**src/rtl/gpio_port_int.sv**
```systemverilog
// gpio_port_int: 8-bit GPIO port with synchronized inputs, edge-triggered
// interrupt flags and a priority interrupt vector register.
module gpio_port_int #(
    parameter logic [15:0] BASE     = 16'h0200,
    parameter bit          AUTO_CLR = 1'b0
) (
    input  logic        MCLK,
    input  logic        RSTn,
    input  logic [15:0] MAB,
    input  logic [15:0] MDBwrite,
    output logic [15:0] MDBread,
    input  logic        MW,
    input  logic        BW,
    input  logic [7:0]  PIN,
    output logic [7:0]  POUT,
    output logic [7:0]  PDIR,
    output logic        INT,
    input  logic        CLR
);
    localparam logic [15:0] A_IN  = BASE;
    localparam logic [15:0] A_OUT = BASE + 16'h02;
    localparam logic [15:0] A_DIR = BASE + 16'h04;
    localparam logic [15:0] A_IV  = BASE + 16'h0E;
    localparam logic [15:0] A_IES = BASE + 16'h18;
    localparam logic [15:0] A_IE  = BASE + 16'h1A;
    localparam logic [15:0] A_IFG = BASE + 16'h1C;

    logic [7:0]  out_r, dir_r, ies, ie, ifg, s1, s2, hist;
    logic [7:0]  pend, iv_mask, rise, fall, hw_set, clr_mask, ifg_nxt;
    logic [15:0] prev_mab, iv;
    logic [2:0]  armed;
    logic        iv_rd;
    logic        unused_ok;

    assign unused_ok = ^{BW, MDBwrite[15:8]};
    assign pend      = ifg & ie;
    assign INT       = |pend;
    assign POUT      = out_r;
    assign PDIR      = dir_r;

    always_comb begin
        iv      = '0;
        iv_mask = '0;
        for (int i = 7; i >= 0; i--) begin
            if (pend[i]) begin
                iv      = 16'(2 * i + 2);
                iv_mask = 8'(1 << i);
            end
        end
    end

    // Edges count only once the history flop holds a real pad sample, so
    // a pad already high at reset release never looks like a rising edge.
    assign rise   = s2 & ~hist;
    assign fall   = ~s2 & hist;
    assign hw_set = armed[2] ? ((ies & fall) | (~ies & rise)) : 8'h00;

    assign iv_rd    = (MAB == A_IV) && !MW && (prev_mab != MAB);
    assign clr_mask = ((iv_rd || (AUTO_CLR && CLR)) ? iv_mask : 8'h00);
    assign ifg_nxt  = (MW && MAB == A_IFG) ? (MDBwrite[7:0] | hw_set) :
                      (MW && MAB == A_IV)  ? hw_set :
                      ((ifg & ~clr_mask) | hw_set);

    always_comb begin
        MDBread = (MAB == A_IN)  ? {8'h00, s2}    :
                  (MAB == A_OUT) ? {8'h00, out_r} :
                  (MAB == A_DIR) ? {8'h00, dir_r} :
                  (MAB == A_IV)  ? iv             :
                  (MAB == A_IES) ? {8'h00, ies}   :
                  (MAB == A_IE)  ? {8'h00, ie}    :
                  (MAB == A_IFG) ? {8'h00, ifg}   : 16'h0000;
    end

    always_ff @(posedge MCLK) begin
        if (!RSTn) begin
            out_r    <= '0;
            dir_r    <= '0;
            ies      <= '0;
            ie       <= '0;
            ifg      <= '0;
            s1       <= '0;
            s2       <= '0;
            hist     <= '0;
            prev_mab <= '0;
            armed    <= '0;
        end else begin
            s1       <= PIN;
            s2       <= s1;
            hist     <= s2;
            armed    <= {armed[1:0], 1'b1};
            prev_mab <= MAB;
            ifg      <= ifg_nxt;
            if (MW && MAB == A_OUT) out_r <= MDBwrite[7:0];
            if (MW && MAB == A_DIR) dir_r <= MDBwrite[7:0];
            if (MW && MAB == A_IES) ies   <= MDBwrite[7:0];
            if (MW && MAB == A_IE)  ie    <= MDBwrite[7:0];
        end
    end
endmodule
```
**config.mk**
```make
export PLATFORM = sky130hd
export DESIGN_NAME = gpio_port_int
export DESIGN_NICKNAME = d
export VERILOG_FILES = /design/src/rtl/gpio_port_int.sv
export SDC_FILE = /design/constraint.sdc
export NUM_CORES = 1
export LEC_CHECK = 0
export BUFFER_PORTS_ARGS = -buffer_cell sky130_fd_sc_hd__buf_4
export CAP_MARGIN = 10
export CORE_ASPECT_RATIO = 0.9
export CORE_MARGIN = 3
export CORE_UTILIZATION = 55
export DETAILED_ROUTE_END_ITERATION = 7
export HOLD_SLACK_MARGIN = 0.08
export PLACE_DENSITY = 0.84
export SLEW_MARGIN = 20
export SYNTH_ARGS = -nofsm -noshare
export SYNTH_HDL_FRONTEND = slang
export SYNTH_SLANG_ARGS = --single-unit
```
**constraint.sdc**
```tcl
create_clock -name MCLK -period 2.2 [get_ports MCLK]
set_input_delay 0.22 -clock MCLK [delete_from_list [all_inputs] [get_ports MCLK]]
set_output_delay 0.22 -clock MCLK [all_outputs]
set_load 0.01 [all_outputs]
```
==> Yosys cells after proc, flatten, opt, wreduce, memory -nomap -nowiden <==
Index checks and enable logic that the tools add are counted.
Widths: inputs -> output; s select.
{ "totals": {"regBits": 83, "input_bits": 45, "out_inout_bits": 33, "word_cells": 70} }
{ "classes": {"eq_ne": 8, "n_mux": 28, "bitwise": 13, "n_reduce_logical": 10} }
{ "ops": {"columns": ["op", "count"], "rows": [
  ["$mux 16", 11],
  ["$mux 8", 15],
  ["$eq 16x10->1 const B", 7],
  ["$and 8x8->8", 6],
  ["$not 8->8", 4],
  ["$or 8x8->8", 3],
  ["$ne 16x16->1", 1],
  ["$logic_and 1x1->1", 8],
  ["$reduce_or 8->1", 1],
  ["$mux 5", 1],
  ["$logic_not 1->1", 1],
  ["$mux 1", 1]
]} }

==> Logic depth before layout (Yosys ltp) <==
{ "logic_depth": {"word_depth": 15, "mapped_depth": 8, "ltp_nobuf": 6} }

==> Worst setup path before layout <==
Ideal clock, no wire load.
{ "synth_path": {"path_kind": "input to output", "start": "input MAB[2]", "end": "output MDBread[2]", "arrival_time_ns": 1.818, "required_ns": 1.980, "slack_ns": 0.162, "stages": 7, "path_buffers": 1, "path_cell_list": "clkbuf_1 > nor2b_1 > nand3_1 > nor3_1 > nand2_1 > and4_1 > o22ai_1"} }
{ "synth_via": {"elab_chain_cells": 8} }
{ "synth_rtl": {"columns": ["element", "line_no", "text"], "rows": [
  ["from (decl)", "9", "input logic [15:0] MAB,"],
  ["$eq 16x10->1", "71", "(MAB == A_IFG) ? {8'h00, ifg} : 16'h0000;"],
  ["$mux 8", "71", null],
  ["$mux 8", "70", "(MAB == A_IE) ? {8'h00, ie} :"],
  ["$mux 8", "69", "(MAB == A_IES) ? {8'h00, ies} :"],
  ["$mux 16", "68", "(MAB == A_IV) ? iv :"],
  ["$mux 16", "67", "(MAB == A_DIR) ? {8'h00, dir_r} :"],
  ["$mux 16", "66", "(MAB == A_OUT) ? {8'h00, out_r} :"],
  ["$mux 16 *", "65", "MDBread = (MAB == A_IN) ? {8'h00, s2} :"],
  ["to (decl)", "11", "output logic [15:0] MDBread,"]
]} }
Every way passes the cells marked *; elsewhere a longest branch is shown, timed or not.

==> Worst setup path in the final report <==
{ "layout_path": {"start": "input MAB[11]", "end": "output MDBread[7]"} }
The elaborated chain is that of the path after synthesis.

==> impl_metrics.csv <==
group,metric,value,unit
critical_path,crit_path_start,"MAB[11]",
grt,grt_first_pass_wirelength,15.25,mm
power_and_ir_drop,ir_drop,0.0006984,V
synthesis,syn_inst,417,
sta,grt_setup_unrepaired,"yes",
route,ant_nets,0,
synthesis,synth_edf_count,0,
synthesis,yosys_register_bits,83,
critical_path,crit_fanout,3,
synthesis,synthArstFlopShare,0,%
synthesis,ys_top_cells_by_area,"dfxtp_1 (43%), mux2i_1 (8.3%), and2_1 (7.0%)",
synthesis,syn-cell-area,3860,µm²
sta,fin_ws,-6.499,ps
critical_path,cp.required,1980,ps
cts,clockBufferDepth,2,
floorplan,die-area,8061,µm²
route,routedWlPerCell,15.93,µm
synthesis,synth_area_per_cell,9.256,µm²
cts,cts_max_level,3,
placement,hpwl,6.786,mm
hold_path,hp-class,"input pin to register",
status,outcome,"finished, violations left",
critical_path,cp-end-kind,"output port",
sta,hold_violations,0,
synthesis,synth_top_area_cell,"dfxtp_1",
sta,setup_viol,1,
sta,clock.fmax,0.4532,GHz
floorplan,fp.dieW,94.31,µm
critical_path,cp_common_cell,"buf_4",
layout,antenna_cells,0,
layout,layout.cells.non_filler,603,
grt,grt_pass1_vias,3141,
placement,port_buffers,59,
grt,grt_usage,24.43,%
synthesis,synth-main-ff-cell,"dfxtp_1",
cts,clock_latency,360,ps
placement,dp.cells,570,
critical_path,crit_type,"input pin to output port",
critical_path,rrSetupSlack,370,ps
grt,antenna_found_initial,0,
route,wirelength,9.607,mm
power_and_ir_drop,p_per_area,578.3,nW/µm²
layout,area_growth_syn_to_layout,26.71,%
critical_path,cp.arrival,1990,ps
critical_path,cp-start-kind,"input pin",
cts,clockRootBuffer,"clkbuf_8",
sta,slew_headroom,66.26,%
cts,clkSinkCount,83,
power_and_ir_drop,leakage,2.080,nW
sta,drv_slew,0,
layout,postLayoutCellArea,4891,µm²
critical_path,crit_family,"simple AND/OR/NAND/NOR gates",
critical_path,critical_path.cell_chain,"buf_8, nor4_4, buf_4, nand3_4, nor4_4, buf_4, buf_4, a221oi_2, a21oi_1, buf_4",
floorplan,die_y,85.48,µm
route,drtIter0Drc,240,
flow_run,drv_cap,0,
grt,overflow,0,
layout,drive_above_1_share,27.49,%
critical_path,crit_path_max_incr_delay,330,ps
floorplan,io_pins,78,
route,vias,3311,
synthesis,yosys_warnings,0,
layout,fin_nets,553,
critical_path,critical_path_depth,10,
critical_path,ff2ff_path_depth,6,
cts,cts_tree,"yes",
sta,worstMarginPinSlew,504.8,ps
hold_path,hp-start,"MAB[7]",
status,violations,"negative setup slack",
floorplan,core_area,6691,µm²
cts,cts_buffers,9,
critical_path,slowest_stage,"nor4_4",
sta,fin_crit,2206,ps
placement,place_congestion,0.8625,
synthesis,yosys.area.top_type_share,43.05,%
synthesis,yosysSeqAreaShare,43.05,%
route,dr.pass1.iters,5,
floorplan,rows,28,
route,viasPerCell,5.491,
cts,path_clk_slew,90,ps
placement,dpl_cell_area,4487,µm²
route,drc,0,
sta,fin_crit_sh,100.3,%
floorplan,start_util,57.69,%
grt,grt_max_degree,51,
critical_path,r2r_start,"ie[0]",
critical_path,crit_buf_inv,5,
sta,finalClockSkew,6.923,ps
synthesis,synth_cell_types,46,
hold_path,hold_depth,2,
==> cells in the final DEF, fill, tap and decap left out, types with 4 or more instances in the layout <==
| master | count |
|---|---|
| a21oi_1 | 7 |
| nor2_1 | 12 |
| xnor2_1 | 16 |
| inv_1 | 4 |
| a21boi_0 | 4 |
| a32o_1 | 5 |
| dfxtp_1 | 81 |
| buf_4 | 89 |
| o21ai_0 | 10 |
| nor2b_1 | 34 |
| clkbuf_8 | 9 |
| nor3_1 | 4 |
| nand4_1 | 12 |
| nand3_1 | 5 |
| dlygate4sd3_1 | 8 |
| o22ai_1 | 5 |
| conb_1 | 8 |
| mux2_2 | 7 |
| and2_1 | 43 |
| nand2_1 | 61 |
| mux2i_1 | 32 |
| a31o_2 | 4 |
==> path summary, 6_finish.rpt <==
kind / to
max reg2reg: ifg[7]
min reg2reg: armed[1]
min: prev_mab[7]
max: MDBread[7]
==> where the power goes <==
part | leakage (nW) | total, mW | switching, mW | internal (mW)
combinational | 1.32 | 0.242 | 0.118 | 0.124
clock | 0.0844 | 1.03 | 0.600 | 0.427
sequential | 0.679 | 1.56 | 0.0203 | 1.54
==> cell families after synthesis <==
group,Yosys count,synth area share [%]
and+or+nand+nor,194,29.37
DFF,83,43.05
AOI/OAI and AO/OA,53,9.595
muxes,39,10.34
buffers and inverters,30,3.695
xor gates and xnor gates,17,3.857
other,1,0.09715
==> through the flow <==
step	utilization [%]	hold slack [ps]	TNS [ps]	setup slack (ps)	power [mW]
2_1_floorplan	-	247.7	0	161.8	1.720
3_3_place_gp	67.05	413.7	-84.64	-29.21	1.805
3_5_place_dp	67.05	416.9	-292.7	-70.13	1.813
4_1_cts	71.45	80.42	0	4.933	2.836
5_1_grt	73.09	84.42	-156.7	-45.10	2.940
6_report	73.09	89.14	-6.499	-6.499	2.829
==> metal layers <==
metal	global-route usage, %	wire length, µm	up-vias
met5	0	0	-
met4	7.087	162	0
met3	7.092	745	22
met2	38.66	4503	134
met1	32.50	4196	1556
li1	-	-	1599
==> cell usage after synthesis, types with 3 or more instances <==
master and n:
dfxtp_1 83, clkbuf_1 17, a31o_2 4, o22ai_1 8, nor3_1 4, nor4_4 3
mux2i_1 32, a221oi_1 5, xnor2_1 16, nand3_1 5, o21ai_0 11, and2_1 43
nor2_1 12, buf_4 8, mux2_2 7, nand4_1 12, nand2_1 62, a32o_1 5
a21boi_0 4, a21oi_1 7, nor2b_1 34, inv_1 4
==> area by class of cell <==
type / count / area [µm²]
inverter: 4 / 15.01
sequential: 83 / 1664
fill: 521 / 1800
multi-input combinational: 311 / 2141
timing repair buffer: 99 / 774.5
clock inverter: 7 / 60.06
clock buffer: 9 / 123.9
tap: 90 / 112.6
==> sequential cells by signal (all words and copies together) (netlist names) <==
name	flops
hist	8
POUT	8
s1	8
PDIR	8
ifg	8
prev_mab	16
armed	3
ie	8
ies	8
s2	8
==> worst register-to-register path, stage by stage (launching register included) <==
cell     delay (ps)
dfxtp_2         350
nand2_1         140
and3_2          270
and3_1          200
nand4_1         120
or3_1           390
a32o_1          260
==> repair_timing <==
| item | in CTS | in global routing |
|---|---|---|
| endpoints found under the hold margin | 8 | 0 |
| hold buffers | 8 | 0 |
| pin swaps | 3 | 10 |
| gates resized for setup | 2 | 16 |
| buffers inserted | 3 | 7 |
| setup endpoints to repair | 3 | 8 |
Power figures use the tool's default switching activity.
